===== config.mk =====
export PLATFORM = sky130hd
export DESIGN_NAME = pipe_ctrl
export DESIGN_NICKNAME = d
export VERILOG_FILES = /design/src/rtl/core_pkg.sv /design/src/rtl/fwd_unit.sv /design/src/rtl/pipe_ctrl.sv
export SDC_FILE = /design/constraint.sdc
export NUM_CORES = 1
export LEC_CHECK = 0
export ABC_AREA = 1
export BUFFER_PORTS_ARGS = -buffer_cell sky130_fd_sc_hd__buf_2
export CORE_MARGIN = 2
export CORE_UTILIZATION = 37
export DETAILED_ROUTE_END_ITERATION = 6
export PLACE_DENSITY = 0.91
export SLEW_MARGIN = 10
export SYNTH_ARGS = -nofsm -noshare
export SYNTH_HDL_FRONTEND = slang
export SYNTH_SLANG_ARGS = --single-unit

===== constraint.sdc =====
create_clock -name clk -period 1.8 [get_ports clk]
set_clock_uncertainty 0.15 [all_clocks]
set_input_delay 0.27 -clock clk [delete_from_list [all_inputs] [get_ports clk]]
set_output_delay 0.27 -clock clk [all_outputs]
set_load 0.01 [all_outputs]

===== src/rtl/core_pkg.sv =====
// Shared types for the RV32 pipeline controller: forwarding selects,
// redirect FSM states and stage indices into the stage-valid vector.
package core_pkg;

  typedef enum logic [1:0] {
    FWD_RF  = 2'b00,
    FWD_MEM = 2'b01,
    FWD_WB  = 2'b10
  } fwd_sel_e;

  typedef enum logic {
    RUN   = 1'b0,
    RWAIT = 1'b1
  } pipe_state_e;

  localparam int STG_ID  = 0;
  localparam int STG_EX  = 1;
  localparam int STG_MEM = 2;
  localparam int STG_WB  = 3;

endpackage


===== src/rtl/fwd_unit.sv =====
// EX operand forwarding select for one source register; MEM beats WB,
// loads in MEM are never forwarded (their data is not ready yet).
module fwd_unit
  import core_pkg::*;
#(
  parameter int REG_AW = 5
) (
  input  logic              ex_vld_i,
  input  logic [REG_AW-1:0] rs_i,
  input  logic              mem_vld_i,
  input  logic [REG_AW-1:0] mem_rd_i,
  input  logic              mem_reg_write_i,
  input  logic              mem_is_load_i,
  input  logic              wb_vld_i,
  input  logic [REG_AW-1:0] wb_rd_i,
  input  logic              wb_reg_write_i,
  output fwd_sel_e          sel_o
);

  always_comb begin
    sel_o = FWD_RF;
    if (ex_vld_i && (rs_i != '0)) begin
      if (mem_vld_i && mem_reg_write_i && !mem_is_load_i && (mem_rd_i == rs_i)) begin
        sel_o = FWD_MEM;
      end else if (wb_vld_i && wb_reg_write_i && (wb_rd_i == rs_i)) begin
        sel_o = FWD_WB;
      end
    end
  end

endmodule


===== src/rtl/pipe_ctrl.sv =====
// 5-stage pipeline controller: stage valids, redirect FSM, stall/flush and
// forwarding selects. Performance counters exist only with PIPE_CTRL_PERF_EN.
module pipe_ctrl
  import core_pkg::*;
#(
  parameter int REG_AW          = 5,
  parameter int LOAD_USE_CYCLES = 1,
  parameter int PERF_W          = 32
) (
  input  logic              clk,
  input  logic              rstn,
  input  logic              i_imem_ready,
  input  logic              i_dmem_req,
  input  logic              i_dmem_ready,
  input  logic [REG_AW-1:0] id_rs1,
  input  logic [REG_AW-1:0] id_rs2,
  input  logic              id_use_rs1,
  input  logic              id_use_rs2,
  input  logic [REG_AW-1:0] ex_rs1,
  input  logic [REG_AW-1:0] ex_rs2,
  input  logic [REG_AW-1:0] ex_rd,
  input  logic              ex_reg_write,
  input  logic              ex_is_load,
  input  logic [REG_AW-1:0] mem_rd,
  input  logic              mem_reg_write,
  input  logic              mem_is_load,
  input  logic [REG_AW-1:0] wb_rd,
  input  logic              wb_reg_write,
  input  logic              ex_redirect,
  output logic              if_stall,
  output logic              if_id_stall,
  output logic              if_id_flush,
  output logic              id_ex_stall,
  output logic              id_ex_flush,
  output logic              ex_mem_stall,
  output logic              ex_mem_flush,
  output logic              mem_wb_flush,
  output logic [1:0]        fwd_a_sel,
  output logic [1:0]        fwd_b_sel,
  output logic [3:0]        stage_valid,
  output logic [PERF_W-1:0] o_perf_stall_cyc,
  output logic [PERF_W-1:0] o_perf_flush_cnt,
  output logic [PERF_W-1:0] o_perf_retired
);

  localparam bit LU_MEM = (LOAD_USE_CYCLES >= 2);

  pipe_state_e state_q, state_d;
  logic [3:0]  vld_q, vld_d;
  logic        id_v, ex_v, mem_v, wb_v;
  logic        dmem_wait, redirect, ex_lu, mem_lu, load_use;
  logic        c_if_stall, c_if_id_stall, c_if_id_flush, c_id_ex_stall;
  logic        c_id_ex_flush, c_ex_mem_stall, c_ex_mem_flush, c_mem_wb_flush;
  fwd_sel_e    fwd_a, fwd_b;

  assign id_v  = vld_q[STG_ID];
  assign ex_v  = vld_q[STG_EX];
  assign mem_v = vld_q[STG_MEM];
  assign wb_v  = vld_q[STG_WB];

  assign dmem_wait = i_dmem_req && !i_dmem_ready && mem_v;
  // A redirect seen during a data wait stays in EX and fires once MEM completes.
  assign redirect  = ex_redirect && ex_v && !dmem_wait;

  assign ex_lu  = ex_v && ex_is_load && ex_reg_write && (ex_rd != '0) && id_v &&
                  ((id_use_rs1 && (id_rs1 == ex_rd)) || (id_use_rs2 && (id_rs2 == ex_rd)));
  assign mem_lu = mem_v && mem_is_load && mem_reg_write && (mem_rd != '0) && id_v &&
                  ((id_use_rs1 && (id_rs1 == mem_rd)) || (id_use_rs2 && (id_rs2 == mem_rd)));
  assign load_use = ex_lu || (LU_MEM && mem_lu);

  always_comb begin
    c_if_stall     = 1'b0;
    c_if_id_stall  = 1'b0;
    c_if_id_flush  = 1'b0;
    c_id_ex_stall  = 1'b0;
    c_id_ex_flush  = 1'b0;
    c_ex_mem_stall = 1'b0;
    c_ex_mem_flush = 1'b0;
    c_mem_wb_flush = 1'b0;
    if (dmem_wait) begin
      c_if_stall     = 1'b1;
      c_if_id_stall  = (state_q != RWAIT);
      c_if_id_flush  = (state_q == RWAIT);
      c_id_ex_stall  = 1'b1;
      c_ex_mem_stall = 1'b1;
      c_mem_wb_flush = 1'b1;
    end else if (redirect) begin
      c_if_id_flush = 1'b1;
      c_id_ex_flush = 1'b1;
    end else if (load_use) begin
      c_if_stall    = 1'b1;
      c_if_id_stall = 1'b1;
      c_id_ex_flush = 1'b1;
    end else if (state_q == RWAIT) begin
      // Whatever returns while waiting is the stale wrong-path fetch.
      c_if_id_flush = 1'b1;
      c_if_stall    = !i_imem_ready;
    end else if (!i_imem_ready) begin
      c_if_stall    = 1'b1;
      c_if_id_flush = 1'b1;
    end
  end

  always_comb begin
    state_d = state_q;
    unique case (state_q)
      RUN:     if (redirect && !i_imem_ready) state_d = RWAIT;
      RWAIT:   if (i_imem_ready) state_d = RUN;
      default: state_d = RUN;
    endcase
  end

  always_comb begin
    vld_d = vld_q;
    if (c_if_id_flush)       vld_d[STG_ID] = 1'b0;
    else if (!c_if_id_stall) vld_d[STG_ID] = (state_q == RWAIT) ? 1'b0 : i_imem_ready;
    if (c_id_ex_flush)       vld_d[STG_EX] = 1'b0;
    else if (!c_id_ex_stall) vld_d[STG_EX] = id_v;
    if (c_ex_mem_flush)       vld_d[STG_MEM] = 1'b0;
    else if (!c_ex_mem_stall) vld_d[STG_MEM] = ex_v;
    vld_d[STG_WB] = c_mem_wb_flush ? 1'b0 : mem_v;
  end

  always_ff @(posedge clk or negedge rstn) begin
    if (!rstn) begin
      state_q <= RUN;
      vld_q   <= '0;
    end else begin
      state_q <= state_d;
      vld_q   <= vld_d;
    end
  end

  // Controls are forced low while reset is held, without waiting for a clock.
  assign if_stall     = rstn && c_if_stall;
  assign if_id_stall  = rstn && c_if_id_stall;
  assign if_id_flush  = rstn && c_if_id_flush;
  assign id_ex_stall  = rstn && c_id_ex_stall;
  assign id_ex_flush  = rstn && c_id_ex_flush;
  assign ex_mem_stall = rstn && c_ex_mem_stall;
  assign ex_mem_flush = rstn && c_ex_mem_flush;
  assign mem_wb_flush = rstn && c_mem_wb_flush;
  assign stage_valid  = vld_q;

  fwd_unit #(.REG_AW(REG_AW)) u_fwd_a (
    .ex_vld_i        (ex_v),
    .rs_i            (ex_rs1),
    .mem_vld_i       (mem_v),
    .mem_rd_i        (mem_rd),
    .mem_reg_write_i (mem_reg_write),
    .mem_is_load_i   (mem_is_load),
    .wb_vld_i        (wb_v),
    .wb_rd_i         (wb_rd),
    .wb_reg_write_i  (wb_reg_write),
    .sel_o           (fwd_a)
  );

  fwd_unit #(.REG_AW(REG_AW)) u_fwd_b (
    .ex_vld_i        (ex_v),
    .rs_i            (ex_rs2),
    .mem_vld_i       (mem_v),
    .mem_rd_i        (mem_rd),
    .mem_reg_write_i (mem_reg_write),
    .mem_is_load_i   (mem_is_load),
    .wb_vld_i        (wb_v),
    .wb_rd_i         (wb_rd),
    .wb_reg_write_i  (wb_reg_write),
    .sel_o           (fwd_b)
  );

  assign fwd_a_sel = fwd_a;
  assign fwd_b_sel = fwd_b;

`ifdef PIPE_CTRL_PERF_EN
  logic [PERF_W-1:0] stall_cyc_q, flush_cnt_q, retired_q;

  always_ff @(posedge clk or negedge rstn) begin
    if (!rstn) begin
      stall_cyc_q <= '0;
      flush_cnt_q <= '0;
      retired_q   <= '0;
    end else begin
      if (c_if_stall) stall_cyc_q <= stall_cyc_q + 1'b1;
      if (redirect)   flush_cnt_q <= flush_cnt_q + 1'b1;
      if (wb_v)       retired_q   <= retired_q + 1'b1;
    end
  end

  assign o_perf_stall_cyc = stall_cyc_q;
  assign o_perf_flush_cnt = flush_cnt_q;
  assign o_perf_retired   = retired_q;
`else
  assign o_perf_stall_cyc = '0;
  assign o_perf_flush_cnt = '0;
  assign o_perf_retired   = '0;
`endif

endmodule


# [Word level (Yosys, flattened, before mapping)]
# Cells that the tools add are included.
[word_totals] reg_bits=5 in_bits=48 elab_cells=77
[classes] eq_ne=8 mux=29 bitwise_logic=1 n_reduce_logical=34
[ops] cell="5-bit == test" n=6
[ops] cell="1-bit logical AND" n=26
[ops] cell="1-bit 2-to-1 mux" n=22
[ops] cell="5-bit nonzero test" n=3
[ops] cell="2-bit 2-to-1 mux" n=6
[ops] cell="1-bit logical NOT" n=4
[ops] cell="2-bit by 1-bit != test with 1-bit output (second input constant)" n=1
[ops] cell="2-bit != test (second input constant)" n=1
[ops] cell="1-bit case mux with 2 select lines" n=1
[ops] cell="1-bit logical OR" n=1
[ops] cell="1-bit inverter" n=1

# [Longest topological paths before layout]
[depth] ltp_word=10 depth_mapped=11 mapped_depth_nobuf=11

# [Modules after synthesis]
# From an unflattened synthesis, not the netlist that was laid out.
[unflattened] cells_unflattened=288 hier_area_um2=1726.7
[modules_own_cells] module="pipe_ctrl" instances=1 cells_per_inst=192 area_per_inst_um2=1273.7
[modules_own_cells] module="fwd_unit" instances=2 cells_per_inst=48 area_per_inst_um2=226.5

# [Worst setup path before layout]
# No wires, ideal clock.
[synth_path] path_kind="reg-to-output" from="register vld_q[0] (netlist: stage_valid[0])" to="output if_id_flush" arrival_time_ns=1.092 t_required_ns=1.380 setup_slack_ns=0.288 stages_incl_launch_ff=7 path_cell_list="dfrtp_1 -> and3_1 -> nand3_1 -> inv_2 -> nand2_4 -> nand3_1 -> a21oi_1"
[synth_via] elab_chain_len=6
[synth_lines] item="start, declared" line="pipe_ctrl.sv:49" source="logic [3:0] vld_q, vld_d;"
[synth_lines] item="start signal, assigned" line="pipe_ctrl.sv:130" source="vld_q <= vld_d;"
[synth_lines] item="1-bit logical AND (2 in a row)" line="pipe_ctrl.sv:65" source="assign ex_lu = ex_v && ex_is_load && ex_reg_write && (ex_rd != '0) && id_v &&"
[synth_lines] item="1-bit 2-to-1 mux" line="pipe_ctrl.sv:90" source="end else if (load_use) begin"
[synth_lines] item="1-bit 2-to-1 mux" line="pipe_ctrl.sv:87" source="end else if (redirect) begin"
[synth_lines] item="1-bit 2-to-1 mux" line="pipe_ctrl.sv:80" source="if (dmem_wait) begin"
[synth_lines] item="1-bit logical AND" line="pipe_ctrl.sv:137" source="assign if_id_flush = rstn && c_if_id_flush;"
[synth_lines] item="end, declared" line="pipe_ctrl.sv:32" source="output logic if_id_flush,"
# No other way between the ends.

# [Final worst setup path]
[layout_path] from="register vld_q[2] (netlist: stage_valid[2])" to="output fwd_b_sel[1]"
[layout_via] elab_chain_len=5
[layout_lines] item="1-bit logical AND (3 in a row)" line="fwd_unit.sv:23" source="if (mem_vld_i && mem_reg_write_i && !mem_is_load_i && (mem_rd_i == rs_i)) begin"
[layout_lines] item="2-bit 2-to-1 mux" line="fwd_unit.sv:23"
[layout_lines] item="2-bit 2-to-1 mux" line="fwd_unit.sv:22" source="if (ex_vld_i && (rs_i != '0)) begin"
[layout_lines] item="end, declared" line="pipe_ctrl.sv:39" source="output logic [1:0] fwd_b_sel,"
# No other way between the ends.

==> summary.md <==
| Metric | Value |
|---|---|
| Vias in the first global route | 1168 |
| Detailed Routing Iterations Pass 1 | 4 |
| Worst skew pair latency | 0.22 ns |
| Min-delay worst type | input port to register |
| Final hold slack | 0.100 ns |
| CTS tree | yes |
| P_leak | 1.12 nW |
| Final Cycle Share | 0.987 |
| Final net count | 370 |
| Layout cells sized above 1 | 0.293 |
| Die Height | 70.6 µm |
| Number of vias in the routed layout | 1425 |
| CP Class | register to output pin |
| Largest net degree at the start of global routing | 7 |
| H-tree depth | 1 |
| CP Capture Type | output pin |
| Cts bufs inserted | 3 |
| Cells after Synth | 258 |
| Mux cell area share after synthesis | 0 |
| FF+latch area | 126 µm² |
| Avg WL per Cell | 9.16 µm |
| Post-synth EDFFs | 0 |
| Chip width | 70.6 µm |
| DRC viols | 0 |
| DP Area | 1610 µm² |
| Initial antenna violation count | 0 |
| Standard-cell row count | 24 |
| Core area | 4320 µm² |
| Max Freq | 0.563 GHz |
| Minimum clock period | 1.78 ns |
| Avg Synthesized Cell Area | 6.35 µm² |
| Simple logic cell fraction of the synthesized area | 0.262 |
| Setup violations, final | 0 |
| Post-Synth Adder-Cell Area | 0 |
| Total Wirelength | 3420 µm |
| Max-Cap Viols | 0 |
| Post-route cell area | 1720 µm² |
| Syn-to-layout area delta | 4.81% |
| Outcome | complete, no violations |
| Worst-path clk slew | 0.04 ns |
| Compound-gate portion of the synthesized area | 0.0527 |
| Maximum vdd drop | 513 µV |
| Deepest clock path buffer count | 2 |
| Initial Util | 0.379 |
| Worst EP arrival | 1.36 ns |
| Die ar. | 4980 µm² |
| Pwr Density | 499 nW/µm² |
| Final setup margin | 0.0234 ns |
| First-pass GRT wire length | 5040 µm |
| #FFs+latches synth | 5 |
| # fillers | 480 |
| Number of distinct library cells after synthesis | 26 |
| Async set-reset flop share out of synthesis | 1.00 |
| GR Overflow Total | 0 |
| Dominant synthesized flop cell | dfrtp_1 |
| Area contributors post-synth | buf_4, nand2_1, dfrtp_1 |
| Placer Congestion | 0.762 |
| Setup WS pre-CTS | 0.148 ns |
| Most frequent cells in the layout | conb_1, buf_2, nand2_1 |
| DP HPWL | 2940 µm |
| CP required | 1.38 ns |
| Slew Viols, Final | 0 |
| Final ANT Viol Nets | 0 |
| Share of the synthesized area in the top cell type | 0.467 |
| Number of diodes | 0 |
| Area of the multi-input gates | 1020 µm² |
| DR iter-0 viols | 31 |
| Final Hold Viols | 0 |
| Largest family of logic cells by synthesized area | buffers and inverters |
| Yosys top cell by area | buf_4 |
| Maximum fanout along the worst path | 3 |
| RSZ-0062 raised after global routing | true |
| Post-synthesis xor/xnor area fraction | 0.0641 |
| Post-synthesis sequential area ratio | 0.0763 |
| Num ports | 160 |
| Commonest non-fill, non-tap cell in the layout | conb_1 |
| Synth warn | 0 |
| Critical path launch point type | register |
| GRT Overall Usage | 0.122 |
| Port buffer count | 62 |
| Mapped cell area | 1640 µm² |
| Clock Tree Root | clkbuf_8 |
| CTS Sinks | 5 |
| Vias per cell | 3.82 |
## per-layer routing
layer,share of wire,vias up,GRT usage
met4,0.0041,0,0.0252
met5,0,-,0
met2,0.54,86,0.244
li1,-,717,-
met1,0.36,620,0.139
met3,0.095,2,0.0128
## kinds of logic (layout without fill, tap and decap cells)
| logic type | after synthesis | in the layout |
|---|---|---|
| AO/OA/AOI/OAI | 16 | 16 |
| XOR/XNOR | 12 | 12 |
| buffers and inverters | 135 | 102 |
| flip-flops | 5 | 5 |
| other | 1 | 97 |
| AND/OR/NAND/NOR | 89 | 89 |
## per-stage QoR
stage,utilization,power (W),setup TNS (ns),std cells
3_3_place_gp,0.372,0.000596,0,366
6_report,0.397,0.000856,0,373
5_1_grt,0.397,0.000929,-0.269,373
4_1_cts,0.388,0.000822,-0.00650,372
2_1_floorplan,-,0.000642,0,354
3_5_place_dp,0.372,0.000607,0,366
## area by class of cell
class / count / area share
clock buffer: 4 / 0.0262
inverter: 33 / 0.0721
multi-input combinational: 214 / 0.595
tap: 52 / 0.0379
timing repair buffer: 65 / 0.195
sequential: 5 / 0.0736
## power by group
| part | switching [W] | leakage (nW) | internal, W | total [W] |
|---|---|---|---|---|
| combinational | 0.000304 | 1.04 | 0.000163 | 0.000467 |
| sequential | 0.0000412 | 0.0622 | 0.000145 | 0.000186 |
| clock | 0.0000519 | 0.0228 | 0.000152 | 0.000204 |
## what timing repair did
item / CTS / global route
endpoints found under the hold margin: 5 / 0
setup buffers: 1 / 1
resized for setup: 1 / 10
hold buffers: 1 / 0
pin swaps: 2 / 1
endpoints found under the setup margin: 5 / 8
## sequential cells by signal, indices dropped and copies added, names as in the netlist
signal,flops
state_q,1
stage_valid,4
## cell usage after synthesis, drive strengths merged (2+ instances only)
master and n:
nand2 44, dfrtp 5, nor2 20, nor3 2, and2 2, a21oi 6
o22ai 2, and3 2, buf 102, nand3 13, nand4 4, o21ai 7
inv 33, xnor2 11
## worst max-delay path, cell delays in order, from the launching register on
cell	delay (ns)
dfrtp_1	0.40
inv_2	0.06
nor2_2	0.09
nand2_2	0.08
nor3_2	0.11
nand3_1	0.11
and2_1	0.17
buf_2	0.13
## worst paths after layout
check | slack [ns] | startpoint | depth (start not counted) | endpoint
min | 0.10 | i_imem_ready | 2 | state_q
min in group asynchronous | 0.31 | rstn | 2 | stage_valid[3]
max reg2reg | 0.52 | stage_valid[0] | 8 | stage_valid[0]
max in group asynchronous | 0.98 | rstn | 2 | stage_valid[1]
max | 0.02 | stage_valid[2] | 7 | fwd_b_sel[1]
min reg2reg | 0.42 | stage_valid[2] | 2 | stage_valid[3]
Note: power is estimated with default switching activity, not from simulation.
